$ cat src/rtl/fb_mem_arbiter.sv
// fb_mem_arbiter
//   Shares the single-port frame memory between two Avalon-MM style requesters
//   (m0, m1) with round-robin arbitration, and provides a fill sequencer that
//   writes one constant word to every location on command.
//
// Ports
//   clk, reset                 clock, asynchronous active-high reset
//   m0_* / m1_*                requester address/byteenable/read/write/writedata
//                              in; waitrequest/readdata/readdatavalid out
//   fill_start, fill_value     start pulse and word to paint (latched at start)
//   fill_busy, fill_done       fill in progress / one-cycle completion pulse
//   mem_*                      address/byteenable/chipselect/write/writedata to
//                              the memory, readdata back (1-cycle latency)
module fb_mem_arbiter #(
   parameter int unsigned ADDR_W = 17,
   parameter int unsigned DEPTH  = 76800,
   parameter int unsigned DATA_W = 32
) (
   input  logic                clk,
   input  logic                reset,
   input  logic [ADDR_W-1:0]   m0_address,
   input  logic [DATA_W/8-1:0] m0_byteenable,
   input  logic                m0_read,
   input  logic                m0_write,
   input  logic [DATA_W-1:0]   m0_writedata,
   output logic                m0_waitrequest,
   output logic [DATA_W-1:0]   m0_readdata,
   output logic                m0_readdatavalid,
   input  logic [ADDR_W-1:0]   m1_address,
   input  logic [DATA_W/8-1:0] m1_byteenable,
   input  logic                m1_read,
   input  logic                m1_write,
   input  logic [DATA_W-1:0]   m1_writedata,
   output logic                m1_waitrequest,
   output logic [DATA_W-1:0]   m1_readdata,
   output logic                m1_readdatavalid,
   input  logic                fill_start,
   input  logic [DATA_W-1:0]   fill_value,
   output logic                fill_busy,
   output logic                fill_done,
   output logic [ADDR_W-1:0]   mem_address,
   output logic [DATA_W/8-1:0] mem_byteenable,
   output logic                mem_chipselect,
   output logic                mem_write,
   output logic [DATA_W-1:0]   mem_writedata,
   input  logic [DATA_W-1:0]   mem_readdata
);

   localparam logic [ADDR_W-1:0] LAST_ADDR = ADDR_W'(DEPTH - 1);

   typedef enum logic [1:0] {
      S_IDLE,
      S_FILL,
      S_DONE
   } state_t;

   state_t state;
   state_t state_nx;

   // last_grant: 0 = m0 granted most recently, 1 = m1
   logic                last_grant;
   logic [ADDR_W-1:0]   fill_cnt;
   logic [DATA_W-1:0]   fill_val;

   logic                pend_valid;
   logic                pend_id;
   logic                pend_oor;
   logic [DATA_W-1:0]   rd_hold0;
   logic [DATA_W-1:0]   rd_hold1;
   logic [DATA_W-1:0]   rd_ret;

   logic                req0;
   logic                req1;
   logic                grant0;
   logic                grant1;
   logic                gnt_any;
   logic [ADDR_W-1:0]   g_addr;
   logic [DATA_W/8-1:0] g_be;
   logic [DATA_W-1:0]   g_data;
   logic                g_read;
   logic                g_write;
   logic                in_range;

   assign req0 = m0_read | m0_write;
   assign req1 = m1_read | m1_write;

   // Round-robin: on a tie the master that was not granted last wins.
   always_comb begin
      grant0 = 1'b0;
      grant1 = 1'b0;
      if (state == S_IDLE) begin
         if (req0 && (!req1 || last_grant)) begin
            grant0 = 1'b1;
         end else if (req1) begin
            grant1 = 1'b1;
         end
      end
   end

   assign gnt_any  = grant0 | grant1;
   assign g_addr   = grant1 ? m1_address    : m0_address;
   assign g_be     = grant1 ? m1_byteenable : m0_byteenable;
   assign g_data   = grant1 ? m1_writedata  : m0_writedata;
   assign g_read   = grant1 ? m1_read       : m0_read;
   assign g_write  = grant1 ? m1_write      : m0_write;
   assign in_range = (g_addr <= LAST_ADDR);

   // State register
   always_ff @(posedge clk or posedge reset) begin
      if (reset) begin
         state <= S_IDLE;
      end else begin
         state <= state_nx;
      end
   end

   // Next-state logic
   always_comb begin
      state_nx = state;
      case (state)
         S_IDLE: if (fill_start) state_nx = S_FILL;
         S_FILL: if (fill_cnt == LAST_ADDR) state_nx = S_DONE;
         S_DONE: state_nx = S_IDLE;
         default: state_nx = S_IDLE;
      endcase
   end

   // Datapath registers: fill counter/value, arbitration history, read return
   always_ff @(posedge clk or posedge reset) begin
      if (reset) begin
         fill_cnt   <= '0;
         fill_val   <= '0;
         last_grant <= 1'b1;
         pend_valid <= 1'b0;
         pend_id    <= 1'b0;
         pend_oor   <= 1'b0;
         rd_hold0   <= '0;
         rd_hold1   <= '0;
      end else begin
         if (state == S_IDLE && fill_start) begin
            fill_val <= fill_value;
            fill_cnt <= '0;
         end else if (state == S_FILL && fill_cnt != LAST_ADDR) begin
            fill_cnt <= fill_cnt + 1'b1;
         end

         if (grant0) begin
            last_grant <= 1'b0;
         end else if (grant1) begin
            last_grant <= 1'b1;
         end

         // Read+write together is a write, so no return is scheduled.
         pend_valid <= gnt_any && g_read && !g_write;
         pend_id    <= grant1;
         pend_oor   <= !in_range;

         // Readdata is driven straight from memory in the valid cycle and
         // captured here so the output holds afterwards.
         if (pend_valid) begin
            if (pend_id) begin
               rd_hold1 <= rd_ret;
            end else begin
               rd_hold0 <= rd_ret;
            end
         end
      end
   end

   assign rd_ret = pend_oor ? '0 : mem_readdata;

   // Output logic
   always_comb begin
      mem_address    = '0;
      mem_byteenable = '0;
      mem_chipselect = 1'b0;
      mem_write      = 1'b0;
      mem_writedata  = '0;
      m0_waitrequest = 1'b0;
      m1_waitrequest = 1'b0;
      case (state)
         S_IDLE: begin
            m0_waitrequest = req0 & ~grant0;
            m1_waitrequest = req1 & ~grant1;
            if (gnt_any) begin
               mem_address    = g_addr;
               mem_byteenable = g_be;
               mem_writedata  = g_data;
               mem_chipselect = in_range;
               mem_write      = g_write;
            end
         end
         S_FILL: begin
            m0_waitrequest = 1'b1;
            m1_waitrequest = 1'b1;
            mem_address    = fill_cnt;
            mem_byteenable = '1;
            mem_writedata  = fill_val;
            mem_chipselect = 1'b1;
            mem_write      = 1'b1;
         end
         S_DONE: begin
            m0_waitrequest = 1'b1;
            m1_waitrequest = 1'b1;
         end
         default: begin
            m0_waitrequest = 1'b1;
            m1_waitrequest = 1'b1;
         end
      endcase
   end

   assign fill_busy = (state == S_FILL);
   assign fill_done = (state == S_DONE);

   assign m0_readdatavalid = pend_valid & ~pend_id;
   assign m1_readdatavalid = pend_valid &  pend_id;
   assign m0_readdata      = m0_readdatavalid ? rd_ret : rd_hold0;
   assign m1_readdata      = m1_readdatavalid ? rd_ret : rd_hold1;

endmodule

$ cat config.mk
export PLATFORM = sky130hd
export DESIGN_NAME = fb_mem_arbiter
export DESIGN_NICKNAME = d
export VERILOG_FILES = /design/src/rtl/fb_mem_arbiter.sv
export SDC_FILE = /design/constraint.sdc
export NUM_CORES = 1
export LEC_CHECK = 0
export ABC_CLOCK_PERIOD_IN_PS = 4900
export BUFFER_PORTS_ARGS = -buffer_cell sky130_fd_sc_hd__buf_2
export CAP_MARGIN = 0
export CORE_ASPECT_RATIO = 0.8
export CORE_MARGIN = 2
export CORE_UTILIZATION = 46
export DETAILED_ROUTE_END_ITERATION = 6
export PLACE_DENSITY = 0.82
export SETUP_SLACK_MARGIN = 0.1
export SLEW_MARGIN = 10
export SYNTH_ARGS = -nofsm -noshare
export SYNTH_HDL_FRONTEND = slang
export SYNTH_SLANG_ARGS = --single-unit
$ cat constraint.sdc
create_clock -name clk -period 4.9 [get_ports clk]
set_clock_uncertainty 0.15 [all_clocks]
set_input_delay 1.225 -clock clk [delete_from_list [all_inputs] [get_ports clk]]
set_output_delay 1.225 -clock clk [all_outputs]
set_load 0.01 [all_outputs]
Word level (Yosys, flattened, before mapping)
Index checks and enable logic that the tools add are counted.
{ "op_classes": {"bitwise_logic": 10, "n_addsub": 1, "n_eq_ne": 6, "reduce_logical": 15, "muxes": 32, "magnitude_cmp": 1} }
{ "op_table": {"columns": ["operator", "count"], "rows": [
  ["32-bit 2-to-1 mux", 5],
  ["17-bit 2-to-1 mux", 4],
  ["32-bit case mux with 2 select lines", 1],
  ["17-bit case mux with 2 select lines", 1],
  ["17-bit by 1-bit adder with 17-bit output, second input constant", 1],
  ["17-bit == test, second input constant", 1],
  ["17-bit less-or-equal comparator, second input constant", 1],
  ["17-bit != test, second input constant", 1],
  ["1-bit 2-to-1 mux", 13],
  ["4-bit 2-to-1 mux", 2],
  ["4-bit case mux with 2 select lines", 1],
  ["2-bit AND reduction", 3],
  ["1-bit logical AND", 5],
  ["1-bit bitwise AND", 4],
  ["2-bit 2-to-1 mux", 2],
  ["1-bit case mux with 2 select lines", 2],
  ["2-bit case mux with 2 select lines", 1],
  ["2-bit nonzero test", 2],
  ["1-bit logical NOT", 3],
  ["1-bit NOT", 3],
  ["1-bit OR", 3],
  ["2-bit by 1-bit == test with 1-bit output, second input constant", 1],
  ["2-bit == test, second input constant", 1],
  ["2-bit logical NOT", 1],
  ["other kinds (3)", 3]
]} }
{ "totals": {"out_inout_bits": 125, "reg_bits": 119, "word_cells": 74, "inputBits": 177} }

Longest topological paths before layout
{ "depth": {"ltp_word": 10, "ltp_mapped": 6, "mapped_depth_nobuf": 5} }

Worst setup path before layout
No wires, ideal clock.
{ "synth_path": {"path_type": "input port to output port", "startpoint": "input port m1_write", "endpoint": "output port mem_writedata[0]", "t_required_ns": 3.525, "path_buffers": 2, "path_slack_ns": 1.103, "stages": 6, "t_arrival_ns": 2.422, "cell_sequence": "nor2_1 nand3b_1 buf_2 buf_4 o22ai_1 o21ai_0"} }
{ "synth_via": {"elab_chain_cells": 9, "elab_cells_between_ends": 13, "cone_classes": "8 x mux; 2 x bitwise; 3 x reduce/logical"} }
{ "synth_rtl": {"columns": ["element", "line_no", "source"], "rows": [
  ["start, declared", "32", "input logic m1_write,"],
  ["1-bit OR *", "85", "assign req1 = m1_read | m1_write;"],
  ["1-bit logical NOT", "92", "if (req0 && (!req1 || last_grant)) begin"],
  ["1-bit logical OR", "92", null],
  ["1-bit logical AND", "92", null],
  ["1-bit 2-to-1 mux", "92", null],
  ["1-bit 2-to-1 mux", "91", "if (state == S_IDLE) begin"],
  ["32-bit 2-to-1 mux or 1-bit OR (tied branches)", "103, 100", null],
  ["32-bit 2-to-1 mux *", "185", "if (gnt_any) begin"],
  ["32-bit case mux with 2 select lines *", "181", "case (state)"],
  ["end, declared", "45", "output logic [DATA_W-1:0] mem_writedata,"]
]} }
Every way passes the cells marked *; elsewhere a longest branch is shown, timed or not.

Final worst setup path
{ "layout_path": {"startpoint": "input port m1_write", "endpoint": "output port mem_writedata[30]"} }
The elaborated chain is that of the path after synthesis.

==> run metrics <==
DP Cell Count 1138; Detailed Routing Iterations Pass 1 7; worst slack at placement 0.593 ns; max-slew violation count 0; HP Class flop to flop; Total Power 2.48 mW; Mapped Area 5950 sq um; fin crit share 0.876; Die X-Extent 131 microns; cell row count 37; Ys Warns 0; fraction of layout cells with a size suffix above 1 0.360; critical path class input pin to output port; Avg Cell Area, Syn 8.50 sq um; Fill cells 1120; Max Cap Viol 0; commonest non-fill, non-tap cells in the layout 301 x buf_2, 227 x nand2_1, 118 x o21ai_0, 118 x dfrtp_1, 38 x nand2b_1; minimum clock period 4.29 ns; synthesis-to-layout area growth 37.4%; CTS tree done; Max Fclk 233 MHz; CP Capture Type output port; # IOs 302; P_leak 4.29 nW; critical path, cell by cell buf_2 > nor2_1 > nand3b_1 > buf_4 > o22ai_1 > o21ai_0 > buf_2; Total Neg Setup Slack 0 ns; Crit path buffers/inverters 3; DP Area 7560 sq um; CP peak stage delay 0.44 ns; Worst Slack Setup Final 0.609 ns; vias in the first global route 5902; most used cell, CP buf_2; RSZ-0062 raised after global routing no; Clock Sinks 119; Core Footprint 12700 sq um; RePlAce Congestion 0.838; Compound-Gate Fraction of Synth Area 0.177; Post-Layout Cell Count 1169; root buf cell clkbuf_16; delay-heaviest family, CP buffers and inverters; layout net count 1160; Yosys cell types 51; Final HPWL DP 13500 microns; Slew headroom 0.277; Post-Syn Nets 878; WL final 18900 microns; CP required 3.52 ns; drt wl/cell 16.2 microns; EDFF count, synth 0; Worst Path Max Fanout 39; CTS buffer count 17; post-synthesis mux area share 0.0438; DIE HEIGHT 106 microns; Most used DFF post-synth dfrtp_1; Resized Gates After CTS 0; Final Hold Vio Count 0; Synth Area in Adders 0.00210; CTS H-Tree Depth 4; worst reg-to-reg setup slack 2.30 ns; Initial Utilization 0.467; Antenna Cells 0; outcome finished, final reports clean; Final setup viols 0; worst skew pair latency 0.41 ns; CP max-delay cell buf_4; largest net degree at the start of global routing 90; Total Routing Usage GR 0.276; asr flop ratio synth 1.00; Vias/cell 5.24; commonest non-fill, non-tap cell in the layout buf_2; synthesized instance count 700; post-synthesis sequential area ratio 0.501; drt drc 0; port bufs 301; design area 8170 sq um; Die Footprint 13900 sq um; number of routed nets with antenna violations 0; hold-fix buffers at CTS 0; Synth Area in XOR/XNOR 0; initial drt markers 428; VDD IR max 0.230 mV; Worst-path clk slew 0.06 ns; P per Cell Area 304 nW/um^2; CP Launch Type input pin; CP arrival 2.92 ns; antenna violations before repair 1; worst-case clock buffer depth 2; Post-Synth Simple-Gate Area 0.238; Least-Margin Pin Slew 1.08 ns; Post-CTS Setup Inserts 0; FF+latch count, synth 119; first-pass GRT wire length 30300 microns; vias 6122; GRT Residual Overflow 0; largest family of logic cells by synthesized area simple AND/OR/NAND/NOR gates
## per-stage QoR
step / util / hold slack, ns
floorplan: - / 0.296
global placement: 0.594 / 0.309
detailed placement: 0.594 / 0.312
CTS: 0.642 / 0.327
global route: 0.642 / 0.342
finish: 0.642 / 0.323
## power by group
| part | leakage (nW) | switching, mW | internal, mW |
|---|---|---|---|
| Clock | 0.289 | 0.468 | 0.816 |
| Sequential | 1.34 | 0.00967 | 1.00 |
| Combinational | 2.66 | 0.0973 | 0.0893 |
## worst register-to-register path, cell delays in order (launching register included)
cell	delay [ns]
dfrtp_1	0.46
nand2b_2	0.27
inv_2	0.74
nand4b_4	0.25
or4_1	0.52
a21oi_1	0.15
## synth_stat cells, types with 3 or more instances
master	number	share of area
or3_1	3	0.0032
nand4_1	4	0.0042
a221o_1	4	0.0067
o31ai_1	4	0.0050
nand3_1	5	0.0042
mux2i_1	26	0.044
o21ai_0	118	0.099
and3_1	4	0.0042
inv_1	8	0.0050
a21oi_1	10	0.0084
a211oi_1	4	0.0050
dfrtp_1	118	0.50
nor2_1	7	0.0044
nand2b_1	39	0.041
nand2_1	228	0.14
a21o_1	3	0.0038
o22ai_1	33	0.035
buf_2	7	0.0059
clkbuf_1	36	0.023
## kinds of logic (layout without fill, tap and decap cells)
kind of cell | count (synthesis) | after routing
and+or+nand+nor | 311 | 311
AOI/OAI and AO/OA | 186 | 186
DFF | 119 | 119
buffers and inverters | 57 | 351
muxes | 26 | 26
adders and majority gates | 1 | 1
## registers in the layout (all words and copies together), names as in the netlist
name and flops:
last_grant 1, fill_cnt 17, fill_val 32, rd_hold0 32, pend_valid 1, pend_id 1, rd_hold1 32, pend_oor 1
state 2
## path summary, 6_finish.rpt
kind	cells past startpoint	end	startpoint
worst max-delay path	7	mem_writedata[30]	m1_write
worst min register to register	2	fill_val[21]$_DFFE_PP0P_	fill_val[21]$_DFFE_PP0P_
worst max register to register	5	fill_cnt[16]$_DFFE_PP0P_	state[1]$_DFFE_PP0P_
max in group asynchronous	3	last_grant$_DFFE_PP1N_	reset
worst min-delay path	2	fill_val[21]$_DFFE_PP0P_	fill_val[21]$_DFFE_PP0P_
min in group asynchronous	2	rd_hold0[13]$_DFFE_PP0P_	reset
## per-layer routing
metal	vias up	GRT usage	routed length, microns
met4	2	0.0963	429
met2	294	0.462	9020
met5	-	0	7
met3	43	0.0659	1330
met1	2820	0.352	8110
li1	2963	-	-
## cell type report
| cell class | instances | area [sq um] | share of cell area |
|---|---|---|---|
| timing repair buffer | 310 | 1570 | 0.193 |
| clock buffer | 18 | 439 | 0.0538 |
| clock inverter | 13 | 170 | 0.0208 |
| multi-input combinational | 524 | 2750 | 0.336 |
| tap | 175 | 219 | 0.0268 |
| sequential | 119 | 2980 | 0.365 |
| inverter | 10 | 40.0 | 0.00490 |
No activity file was read; power rests on OpenSTA's default activity.
